--- config.mk ---
export PLATFORM = sky130hd
export DESIGN_NAME = joy_db15_responder
export DESIGN_NICKNAME = d
export VERILOG_FILES = /design/src/rtl/joy_db15_responder.sv
export SDC_FILE = /design/constraint.sdc
export NUM_CORES = 1
export LEC_CHECK = 0
export ABC_CLOCK_PERIOD_IN_PS = 1450
export BUFFER_PORTS_ARGS = -buffer_cell sky130_fd_sc_hd__buf_4
export CAP_MARGIN = 30
export CORE_UTILIZATION = 35
export DETAILED_ROUTE_END_ITERATION = 16
export PLACE_DENSITY = 0.67
export SLEW_MARGIN = 10
export SYNTH_ARGS = -nofsm -noshare
export SYNTH_HDL_FRONTEND = slang
export SYNTH_SLANG_ARGS = --single-unit
--- constraint.sdc ---
create_clock -name clk -period 1.45 [get_ports clk]
set_input_delay 0.29 -clock clk [delete_from_list [all_inputs] [get_ports clk]]
set_output_delay 0.29 -clock clk [all_outputs]
set_load 0.02 [all_outputs]
--- src/rtl/joy_db15_responder.sv ---
// joy_db15_responder
// Device-side emulation of the DB15 joystick shift-register adapter.
// Two 12-bit button words are parallel-loaded while JOY_LOAD is low. They are
// then shifted out LSB first, one bit per synchronized JOY_CLK rising edge.
// Optional macro JOY_DB15_GLITCH_FILTER_EN adds a FILTER_LEN-sample agreement
// filter behind each input synchronizer.
module joy_db15_responder #(
  parameter int SYNC_STAGES = 2,
  parameter int FILTER_LEN  = 4
) (
  input  logic        clk,
  input  logic        reset,
  input  logic        joy_clk_in,
  input  logic        joy_load_in,
  input  logic [11:0] joystick1,
  input  logic [11:0] joystick2,
  output logic        joy_data_out,
  output logic [4:0]  bit_count,
  output logic        frame_done,
  output logic        overrun
);

  localparam logic [4:0] FRAME_BITS = 5'd24;

  if (SYNC_STAGES < 2 || FILTER_LEN < 1) begin : g_param_check
    $error("joy_db15_responder: SYNC_STAGES must be >= 2 and FILTER_LEN >= 1");
  end

  logic [SYNC_STAGES-1:0] clk_sync;
  logic [SYNC_STAGES-1:0] load_sync;
  logic                   clk_s;
  logic                   load_s;

  // Synchronizer chains. They reset to 1 so that no rising JOY_CLK edge is
  // seen as a result of reset itself.
  always_ff @(posedge clk or posedge reset) begin
    if (reset) begin
      clk_sync  <= '1;
      load_sync <= '1;
    end else begin
      clk_sync  <= {clk_sync[SYNC_STAGES-2:0], joy_clk_in};
      load_sync <= {load_sync[SYNC_STAGES-2:0], joy_load_in};
    end
  end

  assign clk_s  = clk_sync[SYNC_STAGES-1];
  assign load_s = load_sync[SYNC_STAGES-1];

  // clk_lvl/load_lvl are the cleaned levels. clk_prev/load_prev hold the
  // levels of the previous cycle for edge detection.
  logic clk_lvl;
  logic load_lvl;
  logic clk_prev;
  logic load_prev;

`ifdef JOY_DB15_GLITCH_FILTER_EN
  localparam int CW = $clog2(FILTER_LEN + 1);
  localparam logic [CW-1:0] CNT_LAST = CW'(FILTER_LEN - 1);

  logic [CW-1:0] clk_cnt;
  logic [CW-1:0] load_cnt;

  // The new level is accepted in the same cycle as the FILTER_LEN-th agreeing
  // sample. The edge is therefore acted on without an extra register stage.
  always_comb begin
    clk_lvl  = clk_prev;
    load_lvl = load_prev;
    if (clk_s != clk_prev && clk_cnt == CNT_LAST) clk_lvl = clk_s;
    if (load_s != load_prev && load_cnt == CNT_LAST) load_lvl = load_s;
  end

  // Agreement counters. They restart whenever the sample matches the held
  // level, and also when a change is accepted.
  always_ff @(posedge clk or posedge reset) begin
    if (reset) begin
      clk_prev  <= 1'b1;
      load_prev <= 1'b1;
      clk_cnt   <= '0;
      load_cnt  <= '0;
    end else begin
      clk_prev  <= clk_lvl;
      load_prev <= load_lvl;
      if (clk_s == clk_prev || clk_lvl != clk_prev) clk_cnt <= '0;
      else                                          clk_cnt <= clk_cnt + 1'b1;
      if (load_s == load_prev || load_lvl != load_prev) load_cnt <= '0;
      else                                              load_cnt <= load_cnt + 1'b1;
    end
  end
`else
  assign clk_lvl  = clk_s;
  assign load_lvl = load_s;

  // Previous-sample registers for edge detection.
  always_ff @(posedge clk or posedge reset) begin
    if (reset) begin
      clk_prev  <= 1'b1;
      load_prev <= 1'b1;
    end else begin
      clk_prev  <= clk_lvl;
      load_prev <= load_lvl;
    end
  end
`endif

  logic        clk_rise;
  logic        load_fall;
  logic [23:0] frame;
  logic [23:0] shreg;

  assign clk_rise  = clk_lvl & ~clk_prev;
  assign load_fall = ~load_lvl & load_prev;
  assign frame     = ~{joystick2, joystick1};

  // Load/shift datapath. Load has priority, so a JOY_CLK edge in the same
  // cycle as the load falling edge is dropped.
  always_ff @(posedge clk or posedge reset) begin
    if (reset) begin
      shreg      <= '1;
      bit_count  <= '0;
      frame_done <= 1'b0;
      overrun    <= 1'b0;
    end else begin
      frame_done <= 1'b0;
      if (!load_lvl) begin
        shreg     <= frame;
        bit_count <= '0;
        if (load_fall) overrun <= 1'b0;
      end else if (clk_rise) begin
        if (bit_count == FRAME_BITS) begin
          overrun <= 1'b1;
        end else begin
          shreg     <= {1'b1, shreg[23:1]};
          bit_count <= bit_count + 5'd1;
          if (bit_count == FRAME_BITS - 5'd1) frame_done <= 1'b1;
        end
      end
    end
  end

  // Once the frame is exhausted the line idles high (no button pressed).
  always_comb begin
    joy_data_out = shreg[0];
    if (bit_count == FRAME_BITS) joy_data_out = 1'b1;
  end

endmodule
==> reports/results.txt, run 1 <==
vias = 1,474
Yosys reg bits = 37
maxcap violations = 0
Mapped Nets = 187
CTS Sinks = 37
crit path launch = bit_count[0]$_DFFE_PP0P_
Tmin final = 1.70 ns
CTS max path bufs = 2
total gr overflow = 0
clock-pin slew on the worst setup and hold paths = 0.08 ns
CTS Buf Count = 5
Reg-to-Reg Start = bit_count[0]$_DFFE_PP0P_
number of placed I/O pins = 36
post-route ant nets = 0
clk_lat worst skew = 0.29 ns
P per Cell Area = 916 mW/mm^2
CP endpoint kind = primary output
Mapped Area = 0.00168 sq mm
initial antenna violation count = 0
leakage = 1.02 nW
diode count = 0
Hold WC Path Type = input port to flop
critical path fanouts, max = 2
share of layout cells above drive strength 1 = 62.7%
status = finished with violations
Post-DP HPWL = 2540 um
Avg Inst Size Synth = 10.7 sq um
busiest grt layer = met2
Total Power = 2.37 mW
Post-Syn Instances = 157
hold path start = joy_load_in
vias in the first global route = 1,454
initial core utilization = 37.5%
CP required = 1.16 ns
Root Buffer = clkbuf_8
WL per Instance = 17.3 um
placed cells = 243
total core area = 0.00447 sq mm
Worst Tran Pin Value = 0.349 ns
final setup violating endpoints = 20
Slew Limit Fails = 0
Initial DRC Count = 48
Setup TNS = -1.77 ns
All-Layer GR Usage = 17.8%
CTS tree = yes
fin nets = 238
top cell type's share of synthesized area = 47.0%
# rows = 24
Slew headroom = 76.7%
area of the die = 0.00507 sq mm
DRC violations left = 2
total wire length = 4510 um
first-pass GRT wire length = 6930 um
fillers = 365
post-route clock period utilization = 117%
register area share after synthesis = 57.5%
Setup CP Type = flop to primary output
pin count of the biggest net entering global routing = 32
met1 track utilization from global routing = 23.7%
most frequent cells in the layout = buf_4 (51), dfstp_2 (30), o21ai_0 (16)
failing checks = DRC, setup timing
IO Port Bufs = 35
RSZ-0062 raised after global routing = true
Ys Warns = 0
met2 global-route usage = 28.7%
Fin Clk Skew = 0.00685 ns
Setup WS post-layout = -0.253 ns
synth-to-layout area growth = 54.1%
final hold violations = 0
crit path launch type = flop
H-tree depth = 2
VDD IR max = 0.449 mV
First-pass DRT Iterations = 10
Die Ht = 71.2 um
fin cells = 261
DR vias/cell = 5.65
Max Fclk = 587 MHz
most common cell after layout, fill and taps aside = buf_4
Yosys top cell by area = dfstp_2
GR Util met3 = 4.08%
ranking of synthesized cells by area = dfstp_2 (47%), dfrtp_1 (10%), a22oi_1 (10%)
CP arrival = 1.41 ns
GPL Wtd Cong = 0.779
die width = 71.2 um
synth unique cells = 24
[layout make-up]
type / count / area, sq um / share of cell area (%)
Sequential cell: 37 / 966 / 37.4
Multi-Input combinational cell: 99 / 893 / 34.6
Tap cell: 52 / 65.1 / 2.52
Inverter: 5 / 18.8 / 0.726
Timing Repair Buffer: 60 / 551 / 21.3
Clock buffer: 8 / 90.1 / 3.49
[synth_stat cells, drive strengths merged]
cell type / instances
a21oi: 6
a22oi: 23
a31oi: 24
and4b: 1
buf: 2
clkbuf: 14
dfrtp: 7
dfstp: 30
ha: 2
inv: 5
mux2i: 2
nand2: 1
nand2b: 3
nand3: 4
nand4: 1
nand4b: 1
nor2b: 1
nor3: 1
o21ai: 27
or3: 1
or4: 1
[per-layer routing]
metal | share of wire (%) | vias to the layer above
li1 | - | 706
met1 | 42 | 736
met2 | 52 | 27
met3 | 3.3 | 5
met4 | 1.9 | 0
met5 | 0 | -
[where the power goes]
part           leakage (nW)  switching (mW)  internal (mW)
clock                0.0455           0.361          0.388
sequential            0.410          0.0591           1.17
combinational         0.563           0.191          0.197
[cell families after synthesis]
logic type / synth area share, %
AO/OA/AOI/OAI: 29.1
flip-flops: 57.5
AND/OR/NAND/NOR: 5.52
multiplexers: 1.19
buffers and inverters: 5.22
adder cells (fa/ha/maj): 1.49
[critical path: stages (launching register included)]
cell and delay [ns]:
dfrtp_2 0.41, inv_2 0.08, ha_4 0.12, nand4b_1 0.17, buf_12 0.19, nand2b_4 0.05, buf_6 0.11
[flip-flops by register name (all words and copies together), names as in the netlist]
signal / count
bit_count: 5
clk_prev: 1
clk_sync: 2
frame_done: 1
load_prev: 1
load_sync: 2
overrun: 1
shreg: 24
[worst paths after layout]
path | to | slack (ns) | cells past startpoint
max in group asynchronous | shreg[8]$_DFFE_PP1P_ | 0.48 | 4
min reg2reg | clk_sync[1]$_DFF_PP1_ | 0.35 | 0
max reg2reg | shreg[20]$_DFFE_PP1P_ | -0.13 | 8
min | load_sync[0]$_DFF_PP1_ | 0.11 | 1
max | joy_data_out | -0.25 | 6
min in group asynchronous | overrun$_DFFE_PP0P_ | 0.58 | 4
[what timing repair did]
| item | CTS | global route |
|---|---|---|
| pin swaps | 16 | 5 |
| setup buffers | 6 | 3 |
| endpoints found under the hold margin | 1 | 0 |
| cloned | 2 | 0 |
| resized for setup | 5 | 34 |
| endpoints found under the setup margin | 3 | 27 |
| hold buffers | 1 | 0 |
[through the flow]
stage | cell area, sq um | utilization [%] | hold WS [ns] | setup WS, ns
after floorplan | 1720 | - | 0.294 | -0.0973
after global placement | 2110 | 47.2 | 0.303 | 0.0272
after detailed placement | 2110 | 47.2 | 0.306 | -0.00195
after CTS | 2320 | 51.8 | 0.101 | -0.245
after global routing | 2580 | 57.7 | 0.0922 | -0.301
final | 2580 | 57.7 | 0.107 | -0.253
(Power assumes the default switching activity.)
==> inputs of run 2 (changes only) <==
- PLACE_DENSITY: 0.67 -> default
- PLACE_DENSITY_LB_ADDON: default -> 0.3
==> run 2 against run 1 <==
Effect of this change: the run still ends with DRC, setup timing left; sequential power is essentially flat; largest cell class is now multi-input gates; combinational power rose by 7.5%; register-to-register slack better by 0.06 ns; critical path type unchanged; clock skew grew 0.011 ns.
==> reports/results.txt, run 2 (synthesis gave the netlist of run 1 again) <==
initial antenna violation count = 0
Top reg by flops = shreg
post-route ant nets = 0
Fin Clk Skew = 0.0176 ns
Hold WS = 0.0533 ns
crit path launch type = flop
Setup TNS = -0.792 ns
diode count = 0
CP endpoint kind = primary output
Worst Tran Pin Value = 0.495 ns
Slew Limit Fails = 0
R2R Path End = shreg[12]$_DFFE_PP1P_
Hold WC Path Type = input port to asynchronous set/reset pin
WL per Instance = 18.0 um
total gr overflow = 0
status = finished with violations
CTS Buf Count = 5
area of the die = 0.00507 sq mm
CP arrival = 1.35 ns
# rows = 24
vias in the first global route = 1,422
Max Fclk = 609 MHz
maxcap violations = 0
share of layout cells above drive strength 1 = 64.5%
clk_lat worst skew = 0.29 ns
total core area = 0.00447 sq mm
Total Power = 2.40 mW
critical path fanouts, max = 2
failing checks = DRC, setup timing
DRC violations left = 1
Largest register FFs = 24
Slew headroom = 66.9%
vias = 1,511
initial core utilization = 37.5%
R2R cell count = 8
Reg-to-Reg Start = bit_count[0]$_DFFE_PP0P_
Root Buffer = clkbuf_8
GPL Wtd Cong = 0.777
Largest regs = shreg x24, bit_count x5
Initial DRC Count = 79
post-route clock period utilization = 113%
dpl ws = 0.00830 ns
Setup CP Type = flop to primary output
leakage = 0.999 nW
most common cell after layout, fill and taps aside = buf_4
All-Layer GR Usage = 16.5%
Post-DP HPWL = 2510 um
pin count of the biggest net entering global routing = 38
H-tree depth = 2
final hold violations = 0
CTS tree = yes
placed cells = 239
IO Port Bufs = 35
first-pass GRT wire length = 6540 um
Die Ht = 71.2 um
CTS Sinks = 37
CP required = 1.16 ns
die width = 71.2 um
DR vias/cell = 5.93
# hold bufs at CTS = 0
area post-placement = 0.00209 sq mm
final core occ = 58.8%
number of placed I/O pins = 36
synth-to-layout area growth = 56.8%
total wire length = 4580 um
most frequent cells in the layout = buf_4 (42), dfstp_2 (30), a31oi_4 (16)
R2R Setup Slk = -0.07 ns
fin area = 0.00263 sq mm
fin nets = 232
First-pass DRT Iterations = 10
final setup violating endpoints = 16
Tmin final = 1.64 ns
Setup WS post-layout = -0.193 ns
VDD IR max = 0.513 mV
CTS max path bufs = 2
clock-pin slew on the worst setup and hold paths = 0.07 ns
fillers = 355
fin cells = 255
RSZ-0062 raised after global routing = true
P per Cell Area = 914 mW/mm^2
## run 2: cell types whose count changed in the layout (fill, tap and decap cells not counted), moves of 2 or more
cell	delta
buf_4	-9
a22oi_1	-6
a22oi_2	+6
a31oi_4	+6
a31oi_2	-4
buf_6	+4
o21ai_0	-3
o21ai_1	+3
a21oi_1	+2
a21oi_2	-2
a31oi_1	-2
buf_16	-2
## run 2: how the worst max path moves through the flow
stage / startpoint / end / slack, ns
floorplan: bit_count[1]$_DFFE_PP0P_ / joy_data_out / -0.1
global placement: bit_count[1]$_DFFE_PP0P_ / joy_data_out / 0.04
detailed placement: bit_count[0]$_DFFE_PP0P_ / joy_data_out / 0.008
CTS: bit_count[0]$_DFFE_PP0P_ / joy_data_out / -0.19
global route: bit_count[0]$_DFFE_PP0P_ / joy_data_out / -0.27
finish: bit_count[0]$_DFFE_PP0P_ / joy_data_out / -0.19
## run 2: power breakdown
| part | internal [mW] | switching, mW | leakage [nW] |
|---|---|---|---|
| clock | 0.386 | 0.360 | 0.0445 |
| sequential | 1.17 | 0.0664 | 0.410 |
| combinational | 0.210 | 0.207 | 0.544 |
## run 2: repair_timing
| action | 4_1_cts | 5_1_grt |
|---|---|---|
| cloned | 0 | 3 |
| resized for setup | 8 | 51 |
| setup endpoints to repair | 1 | 29 |
| pin swaps | 4 | 23 |
| buffers inserted | 6 | 1 |
## run 2: layer usage
| layer | track usage (%) | up-vias | wire, um |
|---|---|---|---|
| li1 | - | 692 | - |
| met1 | 20.1 | 763 | 1880 |
| met2 | 28.1 | 45 | 2420 |
| met3 | 4.36 | 11 | 180 |
| met4 | 6.22 | 0 | 100 |
| met5 | 0 | - | 0 |
## run 2: final cells by class
cell class	instances	area [sq um]	area share (%)
repair buffers	54	508	19.3
inverters	5	18.8	0.714
clock buffers	7	86.3	3.28
multi-input cells	99	977	37.2
clock inverters	1	7.51	0.286
flip-flops and latches	37	966	36.7
well taps	52	65.1	2.48
## run 2: worst max-delay path: stages (launching register included)
cell	delay, ns
dfrtp_2	0.41
inv_2	0.08
ha_4	0.12
nand4b_1	0.13
buf_6	0.16
nand2b_4	0.06
buf_6	0.11
==> inputs of run 3 (changes only) <==
- CORE_UTILIZATION: 35 -> 48
==> run 3 against run 2 <==
Effect of this change: the flow finishes with violations (setup timing); wire length decreased by 12%; final cell count down 2.7%; first-iteration DRC count up 81%; sequential share of layout area is 5.3 points higher; worst setup slack got worse by 0.071 ns; non-clock buffer count decreased by 1; sequential power hardly changed; critical path depth unchanged; design area shrank 13%; combinational power decreased by 20%; total power fell by 14%; largest cell class is now sequential cells.
==> reports/results.txt, run 3 (synthesis gave the netlist of run 1 again) <==
# rows = 21
most common cell after layout, fill and taps aside = buf_4
total wire length = 4020 um
CP required = 1.16 ns
GPL Wtd Cong = 0.793
CTS Sinks = 37
CP endpoint kind = primary output
DRC violations left = 0
Hold WS = 0.0286 ns
area post-placement = 0.00206 sq mm
CP arrival = 1.42 ns
Hold WC Path Type = input port to asynchronous set/reset pin
post-route clock period utilization = 118%
H-tree depth = 2
share of layout cells above drive strength 1 = 54.5%
maxcap violations = 0
CTS max path bufs = 2
Post-DP HPWL = 2370 um
fillers = 259
Max Fclk = 584 MHz
Setup WS post-layout = -0.264 ns
CTS Buf Count = 5
multi-input logic area = 736 sq um
Slew headroom = 40.0%
number of placed I/O pins = 36
critical path fanouts, max = 2
All-Layer GR Usage = 22.6%
initial antenna violation count = 0
most frequent cells in the layout = buf_4 (45), dfstp_2 (30), a31oi_1 (21), a22oi_1 (21), o21ai_0 (14)
final core occ = 68.8%
Largest register FFs = 24
diode count = 0
WL per Instance = 16.2 um
Initial DRC Count = 143
post-route ant nets = 0
synth-to-layout area growth = 36.9%
DR vias/cell = 5.94
CTS tree = yes
IO Port Bufs = 35
Setup CP Type = flop to primary output
area of the die = 0.00373 sq mm
crit path launch type = flop
failing checks = setup timing
total gr overflow = 0
clock-pin slew on the worst setup and hold paths = 0.11 ns
die width = 61.1 um
Sequential Area = 966 sq um
Worst Tran Pin Value = 0.899 ns
Largest regs = shreg x24, bit_count x5
total core area = 0.00334 sq mm
vias in the first global route = 1,309
First-pass DRT Iterations = 4
first-pass GRT wire length = 5980 um
clk_lat worst skew = 0.35 ns
Root Buffer = clkbuf_4
Fin Clk Skew = 0.00677 ns
status = finished with violations
final hold violations = 0
fin area = 0.00229 sq mm
fin nets = 231
RSZ-0062 raised after global routing = true
pin count of the biggest net entering global routing = 52
fin cells = 248
placed cells = 233
vias = 1,473
Die Ht = 61.1 um
final setup violating endpoints = 28
Top reg by flops = shreg
P per Cell Area = 905 mW/mm^2
Slew Limit Fails = 0
VDD IR max = 0.601 mV
Tmin final = 1.71 ns
initial core utilization = 50.2%
leakage = 0.937 nW
-- run 3: cell count changes in the layout (fill, tap and decap cells not counted), moves of 5 or more --
| cell | previous run | this run |
|---|---|---|
| a31oi_1 | 8 | 21 |
| a31oi_4 | 16 | 3 |
| a22oi_1 | 9 | 21 |
| a22oi_2 | 14 | 2 |
| clkbuf_8 | 6 | 0 |
| clkbuf_4 | 0 | 5 |
-- run 3: final timing paths --
path | from | end | slack [ns] | depth (start not counted)
min in group clk | joy_clk_in | clk_sync[0]$_DFF_PP1_ | 0.04 | 1
min | reset | overrun$_DFFE_PP0P_ | 0.03 | 3
max in group asynchronous | reset | shreg[21]$_DFFE_PP1P_ | 1.07 | 3
min reg2reg | clk_sync[0]$_DFF_PP1_ | clk_sync[1]$_DFF_PP1_ | 0.36 | 0
max | bit_count[0]$_DFFE_PP0P_ | joy_data_out | -0.26 | 6
max reg2reg | bit_count[0]$_DFFE_PP0P_ | bit_count[2]$_DFFE_PP0P_ | -0.18 | 6
-- run 3: power breakdown --
group / internal, mW / leakage [nW] / total [mW] / switching [mW]
Sequential: 1.17 / 0.410 / 1.22 / 0.0507
Clock: 0.183 / 0.0310 / 0.522 / 0.340
Combinational: 0.168 / 0.497 / 0.333 / 0.165
Total: 1.52 / 0.937 / 2.08 / 0.555
-- run 3: final cells by class --
cell class                 count  share of cell area (%)
clock buffer                   5                    1.64
inverter                       5                   0.818
sequential                    37                    42.1
timing repair buffer          53                    20.1
multi-input combinational     99                    32.1
clock inverter                 3                   0.763
tap                           46                    2.51
-- run 3: layer usage --
layer	GRT usage, %	share of wire [%]	up-vias
met2	34.5	53	36
met3	9.87	4.3	8
met5	0	0	-
li1	-	-	687
met1	28.4	41	742
met4	8.77	1.7	0
-- run 3: worst max-delay path: stages, from the launching register on --
cell,delay (ns)
dfrtp_2,0.43
inv_2,0.08
ha_4,0.12
nand4b_1,0.12
buf_6,0.16
nand2b_4,0.05
buf_6,0.11
-- run 3: repair_timing --
item	CTS	global route
setup buffers	4	1
gates resized for setup	7	14
endpoints found under the setup margin	4	30
hold endpoints to repair	0	1
pin swaps	13	4
cloned	0	2
hold buffers	0	1
-- run 3: stage by stage --
step                      worst slack [ns]  total power [mW]  TNS (ns)
after floorplan                    -0.0973              1.39    -0.769
after global placement              0.0496              1.51         0
after detailed placement           -0.0143              1.52   -0.0143
after CTS                           -0.270              2.07    -0.327
after global routing                -0.367              2.18     -4.72
final                               -0.264              2.08     -2.92
